==> src/rtl/axi_burst_master_if.sv <==
// AXI3/4 channel bundle shared by burst masters and slaves.
// Address, data and ID widths are parameters; all other field widths follow AXI4.
interface axi_ifc #(
  parameter int ADDR_W = 32,
  parameter int DATA_W = 32,
  parameter int ID_W   = 4
);
  logic [ID_W-1:0]     awid;
  logic [ADDR_W-1:0]   awaddr;
  logic [7:0]          awlen;
  logic [2:0]          awsize;
  logic [1:0]          awburst;
  logic                awlock;
  logic [3:0]          awcache;
  logic [2:0]          awprot;
  logic [3:0]          awqos;
  logic                awvalid;
  logic                awready;

  logic [DATA_W-1:0]   wdata;
  logic [DATA_W/8-1:0] wstrb;
  logic                wlast;
  logic                wvalid;
  logic                wready;

  logic [ID_W-1:0]     bid;
  logic [1:0]          bresp;
  logic                bvalid;
  logic                bready;

  logic [ID_W-1:0]     arid;
  logic [ADDR_W-1:0]   araddr;
  logic [7:0]          arlen;
  logic [2:0]          arsize;
  logic [1:0]          arburst;
  logic                arlock;
  logic [3:0]          arcache;
  logic [2:0]          arprot;
  logic [3:0]          arqos;
  logic                arvalid;
  logic                arready;

  logic [ID_W-1:0]     rid;
  logic [DATA_W-1:0]   rdata;
  logic [1:0]          rresp;
  logic                rlast;
  logic                rvalid;
  logic                rready;

  modport master (
    output awid, awaddr, awlen, awsize, awburst, awlock, awcache, awprot, awqos, awvalid,
    input  awready,
    output wdata, wstrb, wlast, wvalid,
    input  wready,
    input  bid, bresp, bvalid,
    output bready,
    output arid, araddr, arlen, arsize, arburst, arlock, arcache, arprot, arqos, arvalid,
    input  arready,
    input  rid, rdata, rresp, rlast, rvalid,
    output rready
  );

  modport slave (
    input  awid, awaddr, awlen, awsize, awburst, awlock, awcache, awprot, awqos, awvalid,
    output awready,
    input  wdata, wstrb, wlast, wvalid,
    output wready,
    output bid, bresp, bvalid,
    input  bready,
    input  arid, araddr, arlen, arsize, arburst, arlock, arcache, arprot, arqos, arvalid,
    output arready,
    output rid, rdata, rresp, rlast, rvalid,
    input  rready
  );
endinterface

==> src/rtl/axi_burst_master.sv <==
// Command-driven AXI master: one INCR burst of 32-bit words at a time, write data
// streamed in and read data streamed out through valid/ready pass-throughs.
module axi_burst_master #(
  parameter int AXI_ID = 0
) (
  input  logic        clk,
  input  logic        rstn,
  axi_ifc.master      m,
  input  logic        cmd_valid,
  output logic        cmd_ready,
  input  logic        cmd_write,
  input  logic [31:0] cmd_addr,
  input  logic [7:0]  cmd_len,
  input  logic [31:0] wr_data,
  input  logic        wr_valid,
  output logic        wr_ready,
  output logic [31:0] rd_data,
  output logic        rd_valid,
  input  logic        rd_ready,
  output logic        rd_last,
  output logic        done,
  output logic        err
);

  localparam logic [2:0] S_IDLE = 3'd0;
  localparam logic [2:0] S_AW   = 3'd1;
  localparam logic [2:0] S_W    = 3'd2;
  localparam logic [2:0] S_B    = 3'd3;
  localparam logic [2:0] S_AR   = 3'd4;
  localparam logic [2:0] S_R    = 3'd5;
  localparam logic [2:0] S_DONE = 3'd6;

  logic [2:0]  state;
  logic        awvalid_q;
  logic        arvalid_q;
  logic        bready_q;
  logic        done_q;
  logic        err_q;
  logic [7:0]  beat;
  logic [7:0]  len_q;
  logic [31:0] addr_q;

  logic        in_w;
  logic        in_r;
  logic        cmd_hs;
  logic        w_hs;
  logic        r_hs;
  logic        beat_last;

  assign in_w      = (state == S_W);
  assign in_r      = (state == S_R);
  assign cmd_hs    = (state == S_IDLE) && cmd_valid && cmd_ready;
  assign beat_last = (beat == len_q);
  assign w_hs      = in_w && wr_valid && m.wready;
  assign r_hs      = in_r && m.rvalid && rd_ready;

  // Command stage: address and length are data, captured on accept without reset
  always_ff @(posedge clk) begin
    if (cmd_hs) begin
      addr_q <= cmd_addr & ~32'h3;
      len_q  <= cmd_len;
    end
  end

  always_ff @(posedge clk or negedge rstn) begin
    if (!rstn) begin
      state     <= S_IDLE;
      cmd_ready <= 1'b0;
      awvalid_q <= 1'b0;
      arvalid_q <= 1'b0;
      bready_q  <= 1'b0;
      done_q    <= 1'b0;
      err_q     <= 1'b0;
      beat      <= 8'd0;
    end else begin
      done_q <= 1'b0;
      case (state)
        S_IDLE: begin
          if (cmd_hs) begin
            cmd_ready <= 1'b0;
            err_q     <= 1'b0;
            beat      <= 8'd0;
            if (cmd_write) begin
              state     <= S_AW;
              awvalid_q <= 1'b1;
            end else begin
              state     <= S_AR;
              arvalid_q <= 1'b1;
            end
          end else begin
            cmd_ready <= 1'b1;
          end
        end
        S_AW: begin
          if (m.awready) begin
            awvalid_q <= 1'b0;
            state     <= S_W;
          end
        end
        S_W: begin
          if (w_hs) begin
            beat <= beat + 8'd1;
            if (beat_last) begin
              state    <= S_B;
              bready_q <= 1'b1;
            end
          end
        end
        S_B: begin
          if (m.bvalid && bready_q) begin
            bready_q <= 1'b0;
            done_q   <= 1'b1;
            err_q    <= (m.bresp != 2'b00);
            state    <= S_DONE;
          end
        end
        S_AR: begin
          if (m.arready) begin
            arvalid_q <= 1'b0;
            state     <= S_R;
          end
        end
        S_R: begin
          if (r_hs) begin
            beat <= beat + 8'd1;
            // Slave's rlast must agree with our own beat count, otherwise flag it
            if ((m.rresp != 2'b00) || (m.rlast != beat_last)) begin
              err_q <= 1'b1;
            end
            if (beat_last) begin
              done_q <= 1'b1;
              state  <= S_DONE;
            end
          end
        end
        S_DONE: begin
          state     <= S_IDLE;
          cmd_ready <= 1'b1;
        end
        default: state <= S_IDLE;
      endcase
    end
  end

  assign done = done_q;
  assign err  = err_q;

  // Write address channel
  assign m.awid    = $bits(m.awid)'(AXI_ID);
  assign m.awaddr  = addr_q;
  assign m.awlen   = len_q;
  assign m.awsize  = 3'b010;
  assign m.awburst = 2'b01;
  assign m.awlock  = 1'b0;
  assign m.awcache = 4'd0;
  assign m.awprot  = 3'd0;
  assign m.awqos   = 4'd0;
  assign m.awvalid = awvalid_q;

  // Write data channel is a pass-through of the beat stream, gated to the W state
  assign m.wdata  = wr_data;
  assign m.wstrb  = 4'hF;
  assign m.wlast  = in_w && beat_last;
  assign m.wvalid = in_w && wr_valid;
  assign wr_ready = in_w && m.wready;

  assign m.bready = bready_q;

  // Read address channel
  assign m.arid    = $bits(m.arid)'(AXI_ID);
  assign m.araddr  = addr_q;
  assign m.arlen   = len_q;
  assign m.arsize  = 3'b010;
  assign m.arburst = 2'b01;
  assign m.arlock  = 1'b0;
  assign m.arcache = 4'd0;
  assign m.arprot  = 3'd0;
  assign m.arqos   = 4'd0;
  assign m.arvalid = arvalid_q;

  // Read data channel pass-through, gated to the R state
  assign rd_data  = m.rdata;
  assign rd_valid = in_r && m.rvalid;
  assign rd_last  = in_r && beat_last;
  assign m.rready = in_r && rd_ready;

endmodule

==> src/flat_wrapper.sv <==
// flat-port wrapper written by rule: the top's interface ports become plain ports
module axi_burst_master_flat 
#(
  parameter int AXI_ID = 0
)
  (clk, rstn, cmd_valid, cmd_ready, cmd_write, cmd_addr, cmd_len, wr_data, wr_valid, wr_ready, rd_data, rd_valid, rd_ready, rd_last, done, err, m_awid, m_awaddr, m_awlen, m_awsize, m_awburst, m_awlock, m_awcache, m_awprot, m_awqos, m_awvalid, m_awready, m_wdata, m_wstrb, m_wlast, m_wvalid, m_wready, m_bid, m_bresp, m_bvalid, m_bready, m_arid, m_araddr, m_arlen, m_arsize, m_arburst, m_arlock, m_arcache, m_arprot, m_arqos, m_arvalid, m_arready, m_rid, m_rdata, m_rresp, m_rlast, m_rvalid, m_rready);
  axi_ifc #(.ADDR_W(32), .DATA_W(32), .ID_W(4)) m_i ();
  input  logic clk;
  input  logic rstn;
  input  logic cmd_valid;
  output logic cmd_ready;
  input  logic cmd_write;
  input  logic [31:0] cmd_addr;
  input  logic [7:0] cmd_len;
  input  logic [31:0] wr_data;
  input  logic wr_valid;
  output logic wr_ready;
  output logic [31:0] rd_data;
  output logic rd_valid;
  input  logic rd_ready;
  output logic rd_last;
  output logic done;
  output logic err;
  output wire logic [$bits(m_i.awid)-1:0] m_awid;
  output wire logic [$bits(m_i.awaddr)-1:0] m_awaddr;
  output wire logic [$bits(m_i.awlen)-1:0] m_awlen;
  output wire logic [$bits(m_i.awsize)-1:0] m_awsize;
  output wire logic [$bits(m_i.awburst)-1:0] m_awburst;
  output wire logic [$bits(m_i.awlock)-1:0] m_awlock;
  output wire logic [$bits(m_i.awcache)-1:0] m_awcache;
  output wire logic [$bits(m_i.awprot)-1:0] m_awprot;
  output wire logic [$bits(m_i.awqos)-1:0] m_awqos;
  output wire logic [$bits(m_i.awvalid)-1:0] m_awvalid;
  input wire logic [$bits(m_i.awready)-1:0] m_awready;
  output wire logic [$bits(m_i.wdata)-1:0] m_wdata;
  output wire logic [$bits(m_i.wstrb)-1:0] m_wstrb;
  output wire logic [$bits(m_i.wlast)-1:0] m_wlast;
  output wire logic [$bits(m_i.wvalid)-1:0] m_wvalid;
  input wire logic [$bits(m_i.wready)-1:0] m_wready;
  input wire logic [$bits(m_i.bid)-1:0] m_bid;
  input wire logic [$bits(m_i.bresp)-1:0] m_bresp;
  input wire logic [$bits(m_i.bvalid)-1:0] m_bvalid;
  output wire logic [$bits(m_i.bready)-1:0] m_bready;
  output wire logic [$bits(m_i.arid)-1:0] m_arid;
  output wire logic [$bits(m_i.araddr)-1:0] m_araddr;
  output wire logic [$bits(m_i.arlen)-1:0] m_arlen;
  output wire logic [$bits(m_i.arsize)-1:0] m_arsize;
  output wire logic [$bits(m_i.arburst)-1:0] m_arburst;
  output wire logic [$bits(m_i.arlock)-1:0] m_arlock;
  output wire logic [$bits(m_i.arcache)-1:0] m_arcache;
  output wire logic [$bits(m_i.arprot)-1:0] m_arprot;
  output wire logic [$bits(m_i.arqos)-1:0] m_arqos;
  output wire logic [$bits(m_i.arvalid)-1:0] m_arvalid;
  input wire logic [$bits(m_i.arready)-1:0] m_arready;
  input wire logic [$bits(m_i.rid)-1:0] m_rid;
  input wire logic [$bits(m_i.rdata)-1:0] m_rdata;
  input wire logic [$bits(m_i.rresp)-1:0] m_rresp;
  input wire logic [$bits(m_i.rlast)-1:0] m_rlast;
  input wire logic [$bits(m_i.rvalid)-1:0] m_rvalid;
  output wire logic [$bits(m_i.rready)-1:0] m_rready;
  assign m_awid = m_i.awid;
  assign m_awaddr = m_i.awaddr;
  assign m_awlen = m_i.awlen;
  assign m_awsize = m_i.awsize;
  assign m_awburst = m_i.awburst;
  assign m_awlock = m_i.awlock;
  assign m_awcache = m_i.awcache;
  assign m_awprot = m_i.awprot;
  assign m_awqos = m_i.awqos;
  assign m_awvalid = m_i.awvalid;
  assign m_i.awready = m_awready;
  assign m_wdata = m_i.wdata;
  assign m_wstrb = m_i.wstrb;
  assign m_wlast = m_i.wlast;
  assign m_wvalid = m_i.wvalid;
  assign m_i.wready = m_wready;
  assign m_i.bid = m_bid;
  assign m_i.bresp = m_bresp;
  assign m_i.bvalid = m_bvalid;
  assign m_bready = m_i.bready;
  assign m_arid = m_i.arid;
  assign m_araddr = m_i.araddr;
  assign m_arlen = m_i.arlen;
  assign m_arsize = m_i.arsize;
  assign m_arburst = m_i.arburst;
  assign m_arlock = m_i.arlock;
  assign m_arcache = m_i.arcache;
  assign m_arprot = m_i.arprot;
  assign m_arqos = m_i.arqos;
  assign m_arvalid = m_i.arvalid;
  assign m_i.arready = m_arready;
  assign m_i.rid = m_rid;
  assign m_i.rdata = m_rdata;
  assign m_i.rresp = m_rresp;
  assign m_i.rlast = m_rlast;
  assign m_i.rvalid = m_rvalid;
  assign m_rready = m_i.rready;
  axi_burst_master #(.AXI_ID(AXI_ID)) u_core (.clk(clk), .rstn(rstn), .m(m_i), .cmd_valid(cmd_valid), .cmd_ready(cmd_ready), .cmd_write(cmd_write), .cmd_addr(cmd_addr), .cmd_len(cmd_len), .wr_data(wr_data), .wr_valid(wr_valid), .wr_ready(wr_ready), .rd_data(rd_data), .rd_valid(rd_valid), .rd_ready(rd_ready), .rd_last(rd_last), .done(done), .err(err));
endmodule
==> config.mk <==
export PLATFORM = sky130hd
export DESIGN_NAME = axi_burst_master_flat
export DESIGN_NICKNAME = d
export VERILOG_FILES = /design/src/rtl/axi_burst_master_if.sv /design/src/rtl/axi_burst_master.sv /design/src/flat_wrapper.sv
export SDC_FILE = /design/constraint.sdc
export NUM_CORES = 1
export LEC_CHECK = 0
export ABC_AREA = 1
export BUFFER_PORTS_ARGS = -buffer_cell sky130_fd_sc_hd__buf_2
export CORE_AREA = 2 2 128 130
export DETAILED_ROUTE_END_ITERATION = 8
export DIE_AREA = 0 0 130 132
export PLACE_DENSITY = 0.52
export SLEW_MARGIN = 0
export SYNTH_ARGS = -nofsm -noshare
export SYNTH_HDL_FRONTEND = slang
export SYNTH_SLANG_ARGS = --single-unit
==> constraint.sdc <==
create_clock -name clk -period 2.5 [get_ports clk]
set_input_delay 0.375 -clock clk [delete_from_list [all_inputs] [get_ports clk]]
set_output_delay 0.375 -clock clk [all_outputs]
set_load 0.02 [all_outputs]
==> flow_summary_export.csv <==
group,metric,value,unit
die,top_level_ports,330,
global_route,grt.overflow.total,0,
cts,numCtsBuffers,5,
finish,fillers,1724,
worst_setup_path,crit_fanout,6,
logic_synthesis,ys_seq_area_share,45.0,%
status,status,"finished clean",
routing,ant_nets,0,
die,fp.dieW,130,um
global_route,grt_start_max_net_pins,40,
sta,min_period,2.02,ns
finish,layout_commonest_cell,"buf_2",
power,leakage,1.77,nW
global_route,antenna_found_initial,1,
finish,final_cell_mix,"buf_2 (141), conb_1 (50), nand2_1 (48)",
finish,fin_util,23.2,%
logic_synthesis,ys_seq_elements,55,
worst_setup_path,critPathKind,"flop to output port",
cts,cts-resized-gates,0,
cts,clk_path_buf_depth,2,
die,die_h,132,um
routing,routed_wirelength,8370,um
worst_setup_path,regToRegSetupSlack,0.73,ns
worst_setup_path,critPathCaptureType,"output port",
die,start_util,22.1,%
routing,drtIter0Drc,88,
logic_synthesis,synth_warnings,0,
cts,clock_latency,0.30,ns
global_route,grt_pass1_vias,2086,
logic_synthesis,synthDistinctLibCells,31,
worst_setup_path,reg2reg_from,"u_core.state[2]$_DFFE_PN0P_",
sta,relSlewSlack,65.6,%
worst_setup_path,rr_worst_depth,8,
routing,post_drt_wl_per_cell,13.3,um
finish,diodes,0,
logic_synthesis,netlist_instances,367,
sta,rsz0062_at_grt,"false",
cts,cts_tree,"yes",
place,globalplace.congestion,0.715,
finish,syn2layout_area_growth,5.00,%
cts,clock_sinks,55,
die,std_cell_rows,46,
sta,hold_viol_final,0,
sta,fin_ws,0.482,ns
finish,nets,539,
worst_setup_path,setup.worst_path.end,"m_wlast",
cts,clk_pin_slew,0.08,ns
routing,drc_errors,0,
sta,fmax,495,MHz
power,max-vdd-ir-drop,0.330,mV
place,portBuffers,141,
logic_synthesis,syn_area_per_cell,9.48,um^2
worst_setup_path,start_kind,"flop",
power,powerDensity,934,nW/um^2
global_route,grt_pass1_wl,11900,um
cts,ctsRootBufferMaster,"clkbuf_16",
sta,post-route-period-util,80.7,%
routing,dr.pass1.iters,4,
routing,routed-via-count,2290,
worst_setup_path,crit_path_top_delay_cell,"dfrtp_1",
die,die_area,17200,um^2
cts,cts_hold_buf,0,
worst_setup_path,crit_chain,"inv_1 > nand2_1 > nand2_1 > nand2_1 > nor2_1 > nand2_1 > nor2_1 > buf_2",
sta,fin_tns_setup,0,ns
cts,htree_levels,2,
global_route,grt_usage,9.24,%
place,dp_hpwl,6880,um
sta,worst_clock_skew,0.0113,ns
cts,post_cts_buffers,0,
finish,layout-drive-gt1-share,40.1,%
sta,setup_viol,0,
worst_setup_path,required,2.12,ns
die,core_region_area,15700,um^2
sta,max_slew.worst_pin.slew,0.516,ns
worst_setup_path,max_stage_delay,0.42,ns
min_path,hp-class,"primary input to async pin",
flow_run,maxCapViolations,0,
place,place_ws,0.761,ns
worst_setup_path,cp.arrival,1.64,ns
routing,routed_via_density,3.65,
logic_synthesis,synth_area,3480,um^2
worst_setup_path,r2r_end,"u_core.beat[4]$_DFFE_PN0P_",
worst_setup_path,cpMostUsedCell,"nand2_1",
worst_setup_path,worstSetupStartpoint,"u_core.beat[5]$_DFFE_PN0P_",
sta,slew_violations,0,
sequential cells by signal (all words and copies together) (netlist names):
register	flops
u_core.m.awvalid	1
u_core.m.araddr	30
u_core.cmd_ready	1
u_core.done	1
u_core.state	3
u_core.m.arvalid	1
u_core.err	1
u_core.beat	8
u_core.m.bready	1
u_core.m.arlen	8
area by class of cell:
cell class | instances | area, um^2 | area share, %
clock buffers | 7 | 154 | 4.21
inverters | 27 | 101 | 2.77
well taps | 216 | 270 | 7.40
repair buffers | 142 | 713 | 19.5
clock inverters | 1 | 8.76 | 0.240
multi-input cells | 179 | 838 | 23.0
flip-flops and latches | 55 | 1570 | 42.9
metal layers:
layer	global-route usage [%]	vias up	share of wire, %
met5	0	-	0.19
met4	3.35	2	2.2
met3	4.59	21	12
met2	16.4	144	52
met1	9.19	1057	34
li1	-	1066	-
synthesized netlist by cell type, drive strengths merged:
| cell type | n | area share (%) |
|---|---|---|
| nand3 | 11 | 1.6 |
| nor2 | 22 | 2.9 |
| nand2 | 52 | 6.0 |
| xnor2 | 3 | 0.76 |
| xor2 | 2 | 0.50 |
| nand3b | 2 | 0.54 |
| inv | 27 | 2.9 |
| o211ai | 1 | 0.22 |
| ha | 1 | 0.36 |
| buf | 154 | 33 |
| a211oi | 1 | 0.22 |
| a21oi | 3 | 0.43 |
| nor3 | 6 | 0.86 |
| edfxtp | 38 | 33 |
| a31oi | 2 | 0.36 |
| o22ai | 1 | 0.18 |
| o21ai | 16 | 2.3 |
| or2 | 1 | 0.18 |
| o21ba | 1 | 0.29 |
| conb | 2 | 0.22 |
| o2111ai | 1 | 0.25 |
| nand4 | 3 | 0.54 |
| dfrtp | 17 | 12 |
how the worst min path moves through the flow:
stage                     start                         end  slack [ns]  cells past startpoint
after floorplan            rstn  u_core.beat[0]$_DFFE_PN0P_        0.08                      0
after global placement     rstn  u_core.beat[0]$_DFFE_PN0P_        0.34                      1
after detailed placement   rstn  u_core.beat[0]$_DFFE_PN0P_        0.35                      1
after CTS                  rstn  u_core.beat[0]$_DFFE_PN0P_       0.008                      1
after global routing       rstn  u_core.beat[4]$_DFFE_PN0P_        0.04                      1
final                      rstn  u_core.beat[0]$_DFFE_PN0P_       0.004                      1
critical path, delay by kind of cell (launching register included):
kind | cells | cell delay [ns]
simple gates | 6 | 0.61
flops | 1 | 0.42
buf+inv | 2 | 0.30
through the flow:
| step | cells | hold slack [ns] | total power [mW] | cell area (um^2) |
|---|---|---|---|---|
| 6_report | 627 | 0.00388 | 3.41 | 3650 |
| 5_1_grt | 627 | 0.0380 | 3.63 | 3650 |
| 4_1_cts | 627 | 0.00822 | 3.47 | 3650 |
| 3_5_place_dp | 619 | 0.350 | 2.66 | 3490 |
| 3_3_place_gp | 619 | 0.338 | 2.64 | 3490 |
| 2_1_floorplan | 415 | 0.0794 | 2.57 | 3660 |
kinds of logic after synthesis:
group	Yosys count	synth area share, %
AO/OA/AOI/OAI	26	4.24
XOR/XNOR	5	1.26
adder cells (fa/ha/maj)	1	0.360
buffers and inverters	181	36.3
flip-flops	55	45.0
other	2	0.216
AND/OR/NAND/NOR	97	12.6
report_power, final:
| part | internal (mW) | switching [mW] | total (mW) |
|---|---|---|---|
| Combinational | 0.376 | 0.933 | 1.31 |
| Sequential | 1.18 | 0.143 | 1.32 |
| Clock | 0.438 | 0.345 | 0.783 |
(Power assumes the default switching activity.)
